===== config.mk =====
export PLATFORM = sky130hd
export DESIGN_NAME = phase_accumulator_mc_flat
export DESIGN_NICKNAME = d
export VERILOG_FILES = /design/src/rtl/phase_accumulator_mc_if.sv /design/src/rtl/phase_accumulator_mc.sv /design/src/flat_wrapper.sv
export SDC_FILE = /design/constraint.sdc
export NUM_CORES = 1
export LEC_CHECK = 0
export BUFFER_PORTS_ARGS = -buffer_cell sky130_fd_sc_hd__buf_2
export CORE_MARGIN = 2
export CORE_UTILIZATION = 45
export CTS_CLUSTER_DIAMETER = 40
export CTS_CLUSTER_SIZE = 28
export DETAILED_ROUTE_END_ITERATION = 12
export PLACE_DENSITY = 0.65
export SYNTH_ARGS = -nofsm -noshare
export SYNTH_HDL_FRONTEND = slang
export SYNTH_SLANG_ARGS = --single-unit
export TNS_END_PERCENT = 20

===== constraint.sdc =====
create_clock -name clk_i -period 4.5 [get_ports clk_i]
set_clock_uncertainty 0.1 [all_clocks]
set_input_delay 0.675 -clock clk_i [delete_from_list [all_inputs] [get_ports clk_i]]
set_output_delay 0.675 -clock clk_i [all_outputs]
set_load 0.02 [all_outputs]

===== src/rtl/phase_accumulator_mc_if.sv =====
// Request/report bundle between a phase_accumulator_mc and its controller.
// The controller (master) issues strobes; the accumulator (slave) reports results.
interface phase_accumulator_mc_if #(
    parameter int W    = 8,
    parameter int CH_W = 2
);
    logic                   clear_i;
    logic                   next_data_strobe_i;
    logic        [CH_W-1:0] ch_i;
    logic signed [W-1:0]    addend_i;
    logic                   load_i;
    logic                   sat_mode_i;
    logic signed [W-1:0]    data_o;
    logic        [CH_W-1:0] ch_o;
    logic                   overflow_o;
    logic                   data_out_valid_strobe_o;

    modport master (
        output clear_i, next_data_strobe_i, ch_i, addend_i, load_i, sat_mode_i,
        input  data_o, ch_o, overflow_o, data_out_valid_strobe_o
    );

    modport slave (
        input  clear_i, next_data_strobe_i, ch_i, addend_i, load_i, sat_mode_i,
        output data_o, ch_o, overflow_o, data_out_valid_strobe_o
    );
endinterface


===== src/rtl/phase_accumulator_mc.sv =====
// Multi-channel signed phase/count accumulator: one addressed channel per strobe,
// add or load, wrap or saturate, with a registered one-cycle result report.
module phase_accumulator_mc #(
    parameter int N_FRAC = 7,
    parameter int N_CH   = 4,
    parameter int CH_W   = 2
) (
    input  logic                    clk_i,
    input  logic                    rst_i,
    phase_accumulator_mc_if.slave   bus
);
    localparam int W = N_FRAC + 1;
    localparam logic signed [W-1:0] SAT_MAX = {1'b0, {(W-1){1'b1}}};
    localparam logic signed [W-1:0] SAT_MIN = {1'b1, {(W-1){1'b0}}};

    logic signed [W-1:0]    r_acc [N_CH];
    logic signed [W-1:0]    r_data;
    logic        [CH_W-1:0] r_ch;
    logic                   r_ovf;
    logic                   r_valid;

    logic signed [W-1:0]    w_cur;
    logic                   w_ch_valid;
    logic signed [W:0]      w_sum;
    logic                   w_ovf;
    logic signed [W-1:0]    w_result;

    // Channel decode by match rather than range compare, so N_CH < 2**CH_W
    // simply leaves the upper codes unmatched.
    always_comb begin
        w_cur      = '0;
        w_ch_valid = 1'b0;
        for (int unsigned k = 0; k < N_CH; k++) begin
            if (32'(bus.ch_i) == k) begin
                w_cur      = r_acc[k];
                w_ch_valid = 1'b1;
            end
        end
    end

    always_comb begin
        w_sum = {w_cur[W-1], w_cur} + {bus.addend_i[W-1], bus.addend_i};
        w_ovf = 1'b0;
        if (bus.load_i) begin
            w_result = bus.addend_i;
        end else begin
            w_ovf = w_sum[W] ^ w_sum[W-1];
            if (w_ovf && bus.sat_mode_i)
                w_result = bus.addend_i[W-1] ? SAT_MIN : SAT_MAX;
            else
                w_result = w_sum[W-1:0];
        end
    end

    always_ff @(posedge clk_i) begin
        if (rst_i) begin
            for (int unsigned k = 0; k < N_CH; k++) r_acc[k] <= '0;
            r_data  <= '0;
            r_ch    <= '0;
            r_ovf   <= 1'b0;
            r_valid <= 1'b0;
        end else if (bus.clear_i) begin
            for (int unsigned k = 0; k < N_CH; k++) r_acc[k] <= '0;
            r_valid <= 1'b0;
        end else begin
            r_valid <= 1'b0;
            if (bus.next_data_strobe_i && w_ch_valid) begin
                for (int unsigned k = 0; k < N_CH; k++) begin
                    if (32'(bus.ch_i) == k) r_acc[k] <= w_result;
                end
                r_data  <= w_result;
                r_ch    <= bus.ch_i;
                r_ovf   <= w_ovf;
                r_valid <= 1'b1;
            end
        end
    end

    assign bus.data_o                  = r_data;
    assign bus.ch_o                    = r_ch;
    assign bus.overflow_o              = r_ovf;
    assign bus.data_out_valid_strobe_o = r_valid;
endmodule


===== src/flat_wrapper.sv =====
// flat-port wrapper written by rule: the top's interface ports become plain ports
module phase_accumulator_mc_flat 
#(
    parameter int N_FRAC = 7,
    parameter int N_CH   = 4,
    parameter int CH_W   = 2
)
  (clk_i, rst_i, bus_clear_i, bus_next_data_strobe_i, bus_ch_i, bus_addend_i, bus_load_i, bus_sat_mode_i, bus_data_o, bus_ch_o, bus_overflow_o, bus_data_out_valid_strobe_o);
  phase_accumulator_mc_if #(.W(8), .CH_W(CH_W)) bus_i ();
  input  logic clk_i;
  input  logic rst_i;
  input wire logic [$bits(bus_i.clear_i)-1:0] bus_clear_i;
  input wire logic [$bits(bus_i.next_data_strobe_i)-1:0] bus_next_data_strobe_i;
  input wire logic [$bits(bus_i.ch_i)-1:0] bus_ch_i;
  input wire logic [$bits(bus_i.addend_i)-1:0] bus_addend_i;
  input wire logic [$bits(bus_i.load_i)-1:0] bus_load_i;
  input wire logic [$bits(bus_i.sat_mode_i)-1:0] bus_sat_mode_i;
  output wire logic [$bits(bus_i.data_o)-1:0] bus_data_o;
  output wire logic [$bits(bus_i.ch_o)-1:0] bus_ch_o;
  output wire logic [$bits(bus_i.overflow_o)-1:0] bus_overflow_o;
  output wire logic [$bits(bus_i.data_out_valid_strobe_o)-1:0] bus_data_out_valid_strobe_o;
  assign bus_i.clear_i = bus_clear_i;
  assign bus_i.next_data_strobe_i = bus_next_data_strobe_i;
  assign bus_i.ch_i = bus_ch_i;
  assign bus_i.addend_i = bus_addend_i;
  assign bus_i.load_i = bus_load_i;
  assign bus_i.sat_mode_i = bus_sat_mode_i;
  assign bus_data_o = bus_i.data_o;
  assign bus_ch_o = bus_i.ch_o;
  assign bus_overflow_o = bus_i.overflow_o;
  assign bus_data_out_valid_strobe_o = bus_i.data_out_valid_strobe_o;
  phase_accumulator_mc #(.N_FRAC(N_FRAC), .N_CH(N_CH), .CH_W(CH_W)) u_core (.clk_i(clk_i), .rst_i(rst_i), .bus(bus_i));
endmodule

### Word level (Yosys, flattened, before mapping)

Memory sizes are Yosys's and may differ from the RTL's.
Index checks and enable logic that the tools add are counted.
W data, S select, Z words.

| cells by class | value |
|---|---|
| add/subtract/negate cells | 1 |
| eq/ne operators | 3 |
| mux-type cells | 45 |
| bitwise operators | 10 |
| reduce and logical (&&, ||, !) cells | 5 |

Operators by type and width:

| operator | number |
|---|---|
| $mux W8 | 15 |
| $mux W1 | 30 |
| $add A8 B8 Y9 | 1 |
| $or A1 B1 Y1 | 8 |
| $eq A2 B2 Y1 const B | 2 |
| $eq A2 B1 Y1 const B | 1 |
| $logic_and A1 B1 Y1 | 2 |
| $logic_not A2 Y1 | 1 |
| $reduce_and A2 Y1 | 1 |
| $reduce_or A2 Y1 | 1 |
| $not A1 Y1 | 1 |
| $xor A1 B1 Y1 | 1 |

| word-level totals | value |
|---|---|
| flip-flop bits (word level) | 12 |
| RAM bits | 32 |
| output and inout bits | 12 |
| logic and storage cells | 69 |
| memories kept | 1 |

Memories:

| name | depth | bits a word | rd ports | clocked after memory_dff | write ports | line | source |
|---|---|---|---|---|---|---|---|
| u_core.r_acc | 4 | 8 | 4 | 0 | 4 | phase_accumulator_mc.sv:16 | `logic signed [W-1:0] r_acc [N_CH];` |

### Logic depth before layout (Yosys ltp)

Gate-level depths: netlist of the first run.

| depth | value |
|---|---|
| depth after elaboration | 11 |
| mapped depth | 12 |
| depth with buffers taken out | 9 |

### Worst setup path before layout of the first run

OpenSTA, ideal clock, no wires.

| path | value |
|---|---|
| path type | input -> register |
| start | input bus_ch_i[0] |
| end | memory u_core.r_acc[1][1] (data pin) |
| arrival | 3.625 ns |
| required time | 4.131 ns |
| slack | 0.506 ns |
| cell stages on the path | 12 |
| cell sequence | buf_1 > mux4_2 > ha_1 > fa_1 > a211o_1 > a21oi_4 > nor3_2 > o31a_4 > nand2_2 > buf_6 > buf_6 > a21oi_1 |

RTL lines:

| item | line | source |
|---|---|---|
| start, declared | flat_wrapper.sv:14 | `input wire logic [$bits(bus_i.ch_i)-1:0] bus_ch_i;` |
| end, declared | phase_accumulator_mc.sv:16 |  |

==> flow_summary.toml, run 1 <==
[status]
outcome = "finished, final reports clean"

[synthesis]
ys_seq_area_frac = 0.439
synth_area_per_cell_um2 = 10.9
ys.flop_type = "edfxtp_1"
ys_ff_latch = 44
yosys.area.top_type = "edfxtp_1"
synth-warning-count = 0
synth_cell_type_count = 49
synth_edf_count = 24
syn_nets = 260
synth_top_area_share = 0.282
synthArstFlopShare = 0
synthTopCellsByArea = "edfxtp_1, dfxtp_1, mux4_2"
syn-instance-count = 235
synthesis.area_mm2 = 0.00255

[power_and_ir_drop]
ir_drop_v = 0.000260
p_seq_frac = 0.454
p_switching_mw = 0.258
p_leak_nw = 1.09
total_power_mw = 0.989
power_density_mw_per_mm2 = 348
p_int_mw = 0.730
p_clk_frac = 0.357
combPwrFrac = 0.189
switching_share = 0.261

[drt]
dr.pass1.iters = 4
wl_met1_um = 2740
wl_met2_um = 2530
drc = 0
detail-route-antenna-nets = 0
drt-initial-drc-count = 104
wl_met3_um = 320
avgRoutedWirePerCell_um = 17.2
viasPerCell = 5.93
vias = 1939
top_layer_used = "met4"
routed_wl_um = 5640

[place]
hpwlAfterDp_um = 4110
port_buffers = 27
dpl_worst_slack_ns = 0.366
gp_congestion = 0.807
dp_cells = 319
dpl-instance-area_mm2 = 0.00271

[floorplan]
chipHeight_um = 79.3
dieArea_mm2 = 0.00629
num_rows = 27
initial_core_util = 0.463
die_x_um = 79.3
io_pins = 28
core-area_mm2 = 0.00551

[worst_hold_path]
hold_path_class = "flop to flop"
worstHoldStart = "u_core.r_acc[2][7]"

[global_routing]
grt_max_degree = 30
grt_pass1_wl_um = 9350
grt_usage = 0.191
grt_pass1_vias = 1926
overflow = 0
antenna_found_initial = 0

[critical_path]
arrival_ns = 3.77
required_ns = 4.43
path_cells = "buf_2 -> mux4_2 -> ha_1 -> fa_1 -> a211o_1 -> a21oi_4 -> and4_4 -> o31ai_4 -> buf_4 -> a22oi_1 -> a21oi_1"
crit_slowest_cell = "mux4_2"
crit_path_start = "bus_ch_i[0]"
rr_startpoint = "u_core.r_acc[3][0]"
critPathLaunchType = "input pin"
worstPathMaxFanout = 13
crit_family = "compound AO/OA/AOI/OAI gates"
critPathKind = "input pin to flop"
path_buf_inv = 2
endpoint_kind = "flop"
max_stage_delay_ns = 0.56

[final_layout]
antenna_cells = 0
postLayoutCoreUtil = 0.516
multiInputGateArea_mm2 = 0.00132
final_common_cell = "buf_2"
drive_gt1_frac = 0.243
regArea_mm2 = 0.00112
design_area_mm2 = 0.00284
filler_cell_count = 494
layout_common_cells = "buf_2, edfxtp_1, a21oi_1, nand2_1, dfxtp_1"
fin_cells = 327
area_growth_pct = 11.4
fin_nets = 279

[clocking]
worstSkewPairLatency_ns = 0.29
cts_hold_buf = 0
root_buffer = "clkbuf_8"
clockBufferDepth = 2
clkTransAtPathRegs_ns = 0.08
cts_resized = 0
cts_max_level = 2
numCtsBuffers = 5
cts_setup_buffers = 0
cts_tree = "done"
cts_sinks = 44

[timing]
final_hold_viol_count = 0
timing.final.crit_share = 0.855
slew_headroom = 0.257
setup_viol = 0
period_minus_slack_ns = 3.85
tns_ns = 0
worst_slack_ns = 0.653
rsz0062_at_grt = "false"
slew_viol_final = 0
max_freq_mhz = 260
worst_pin_slew_ns = 1.11
whs_ns = 0.391

[run]
drv_cap = 0
## logic make-up (layout without fill, tap and decap cells)
| logic type | after synthesis | in the layout | synth area share |
|---|---|---|---|
| AND/OR/NAND/NOR | 57 | 57 | 0.106 |
| multiplexers | 12 | 12 | 0.0863 |
| buffers and inverters | 22 | 42 | 0.0441 |
| XOR/XNOR | 4 | 4 | 0.0137 |
| adder cells (fa/ha/maj) | 9 | 9 | 0.0471 |
| AO/OA/AOI/OAI | 87 | 87 | 0.263 |
| flip-flops | 44 | 44 | 0.439 |
## worst register-to-register path: stages, from the launching register on
cell and delay, ns:
edfxtp_1 0.37, mux4_2 0.48, ha_1 0.26, fa_1 0.44
a211o_1 0.32, a21oi_4 0.18, and4_4 0.26, o31ai_4 0.07
buf_4 0.19, a22oi_1 0.37, a21oi_1 0.13
## flip-flops by register name, summed over array words and instances (netlist names)
signal / flops
u_core.bus.data_out_valid_strobe_o: 1
u_core.r_acc: 32
u_core.bus.overflow_o: 1
u_core.bus.data_o: 8
u_core.bus.ch_o: 2
## power by group through the flow
stage / combinational (mW) / clock (mW) / sequential, mW
final: 0.187 / 0.353 / 0.448
after global routing: 0.207 / 0.369 / 0.450
after CTS: 0.187 / 0.356 / 0.448
after detailed placement: 0.185 / 0 / 0.457
after global placement: 0.185 / 0 / 0.457
after floorplan: 0.131 / 0 / 0.464
## per-layer routing
layer	vias up	global-route usage
li1	957	-
met1	918	0.270
met2	58	0.299
met3	6	0.0341
met4	0	0.0621
met5	-	0
## worst paths after layout
| kind | endpoint | depth (start not counted) | slack (ns) |
|---|---|---|---|
| setup / recovery | u_core.r_acc[0][4] | 11 | 0.65 |
| hold / removal | u_core.r_acc[2][7] | 2 | 0.39 |
| hold reg to reg | u_core.r_acc[2][7] | 2 | 0.39 |
| setup reg to reg | u_core.r_acc[0][4] | 10 | 1.07 |
## cell type report
type	count	share of cell area
Timing Repair Buffer	29	0.0572
Clock buffer	6	0.0255
Clock inverter	2	0.0211
Inverter	5	0.00660
Sequential cell	44	0.394
Tap cell	72	0.0317
Multi-Input combinational cell	169	0.463
## Yosys cell counts (all sizes together), types with 7 or more instances
master  count
a21oi      25
edfxtp     24
nand2      21
dfxtp      20
nor2       17
a221oi     12
a31oi      12
o21ai      11
buf        10
ha          8
mux4        8
a22oi       7
clkbuf      7
Note: power is estimated with default switching activity, not from simulation.
==> inputs of run 2 (changes only) <==
- clock period: 4.5 -> 3.65 ns (I/O delays scaled with it)
==> run 2 against run 1 <==
Effect of this change: design area increased by 4.3%; non-clock buffer count up 18; critical path depth is 1 higher; via count is 5.1% higher; hold slack got worse by 0.013 ns; clock power up 2%; first-iteration DRC count shrank 25%; critical endpoint is now u_core.r_acc[0][0]; largest cell class unchanged.
==> flow_summary.toml, run 2 (synthesis gave the netlist of run 1 again) <==
[clocking]
cts_sinks = 44
cts_tree = "done"
clkTransAtPathRegs_ns = 0.08
root_buffer = "clkbuf_8"
numCtsBuffers = 5
worstSkewPairLatency_ns = 0.29
cts_resized = 0
cts_hold_buf = 0
cts_setup_buffers = 0
clockBufferDepth = 2
cts_max_level = 2

[drt]
routed_wl_um = 5650
dr.pass1.iters = 4
avgRoutedWirePerCell_um = 16.4
detail-route-antenna-nets = 0
drt-initial-drc-count = 78
viasPerCell = 5.91
drc = 0
vias = 2038

[global_routing]
grt_pass1_vias = 1937
grt_max_degree = 25
overflow = 0
grt_usage = 0.192
antenna_found_initial = 0
grt_pass1_wl_um = 9480

[timing]
worst_pin_slew_ns = 0.583
max_freq_mhz = 305
rsz0062_at_grt = "false"
whs_ns = 0.378
worst_slack_ns = 0.376
period_minus_slack_ns = 3.27
setup_viol = 0
final_hold_viol_count = 0
timing.final.crit_share = 0.897
slew_headroom = 0.610
tns_ns = 0
slew_viol_final = 0

[critical_path]
worstPathMaxFanout = 13
path_cells = "buf_2 -> buf_4 -> mux4_2 -> fa_1 -> a211o_1 -> a21oi_4 -> and4_4 -> o31ai_4 -> buf_12 -> a22oi_1 -> buf_4 -> a21oi_1"
reg2reg_setup_slack_ns = 0.43
path_buf_inv = 4
crit_family = "compound AO/OA/AOI/OAI gates"
max_stage_delay_ns = 0.55
endpoint_kind = "flop"
arrival_ns = 3.21
critPathLaunchType = "input pin"
crit_slowest_cell = "mux4_2"
path_common_cell = "buf_4"
critPathKind = "input pin to flop"
required_ns = 3.58

[floorplan]
initial_core_util = 0.463
dieArea_mm2 = 0.00629
num_rows = 27
chipHeight_um = 79.3
io_pins = 28
core-area_mm2 = 0.00551
die_x_um = 79.3

[place]
port_buffers = 27
dp_cells = 337
hpwlAfterDp_um = 4260
dpl-instance-area_mm2 = 0.00286
dpl_worst_slack_ns = 0.110
gp_congestion = 0.828

[power_and_ir_drop]
ir_drop_v = 0.000245
power_density_mw_per_mm2 = 396
p_leak_nw = 1.17

[final_layout]
layout_common_cells = "buf_2, edfxtp_1, a21oi_1, nand2_1, dfxtp_1"
largest_reg_flops = 32
design_area_mm2 = 0.00296
antenna_cells = 0
fin_cells = 345
final_common_cell = "buf_2"
fin_nets = 297
area_growth_pct = 16.2
drive_gt1_frac = 0.289
top_register = "u_core.r_acc"

[status]
outcome = "finished, final reports clean"

[run]
drv_cap = 0

[worst_hold_path]
hold_path_class = "flop to flop"
[run 2: area by class of cell]
type,count,area [um2]
clock buffers,7,76.3
clock inverters,1,30.0
fillers,476,2540
inverters,5,18.8
multi-input cells,169,1320
flip-flops and latches,44,1120
well taps,72,90.1
repair buffers,47,310
[run 2: metal layers]
layer,up-vias,track usage,routed length (um)
li1,987,-,-
met3,8,0.0307,349
met4,0,0.0586,61
met2,67,0.292,2540
met1,976,0.282,2700
met5,-,0,0
[run 2: final timing paths]
path                                         start                 end  cells past startpoint
worst max-delay path                   bus_ch_i[0]  u_core.r_acc[0][0]                     12
worst min-delay path            u_core.r_acc[2][7]  u_core.r_acc[2][7]                      2
worst max register to register  u_core.r_acc[3][0]  u_core.r_acc[0][0]                     11
worst min register to register  u_core.r_acc[2][7]  u_core.r_acc[2][7]                      2
[run 2: stage by stage]
stage	power (mW)	util
after floorplan	0.734	-
after global placement	0.821	0.519
after detailed placement	0.822	0.519
after CTS	1.18	0.538
after global routing	1.23	0.538
final	1.18	0.538
[run 2: where the power goes]
group          leakage (nW)  internal [mW]  switching, mW
logic                 0.683          0.108          0.156
clock network        0.0524          0.205          0.155
registers             0.431          0.545        0.00743
[run 2: worst reg2reg max path: stages, from the launching register on]
cell	delay (ns)
edfxtp_1	0.36
mux4_2	0.48
ha_1	0.22
fa_1	0.39
a211o_1	0.32
a21oi_4	0.16
and4_4	0.26
o31ai_4	0.08
buf_12	0.15
a22oi_1	0.19
buf_4	0.18
a21oi_1	0.07
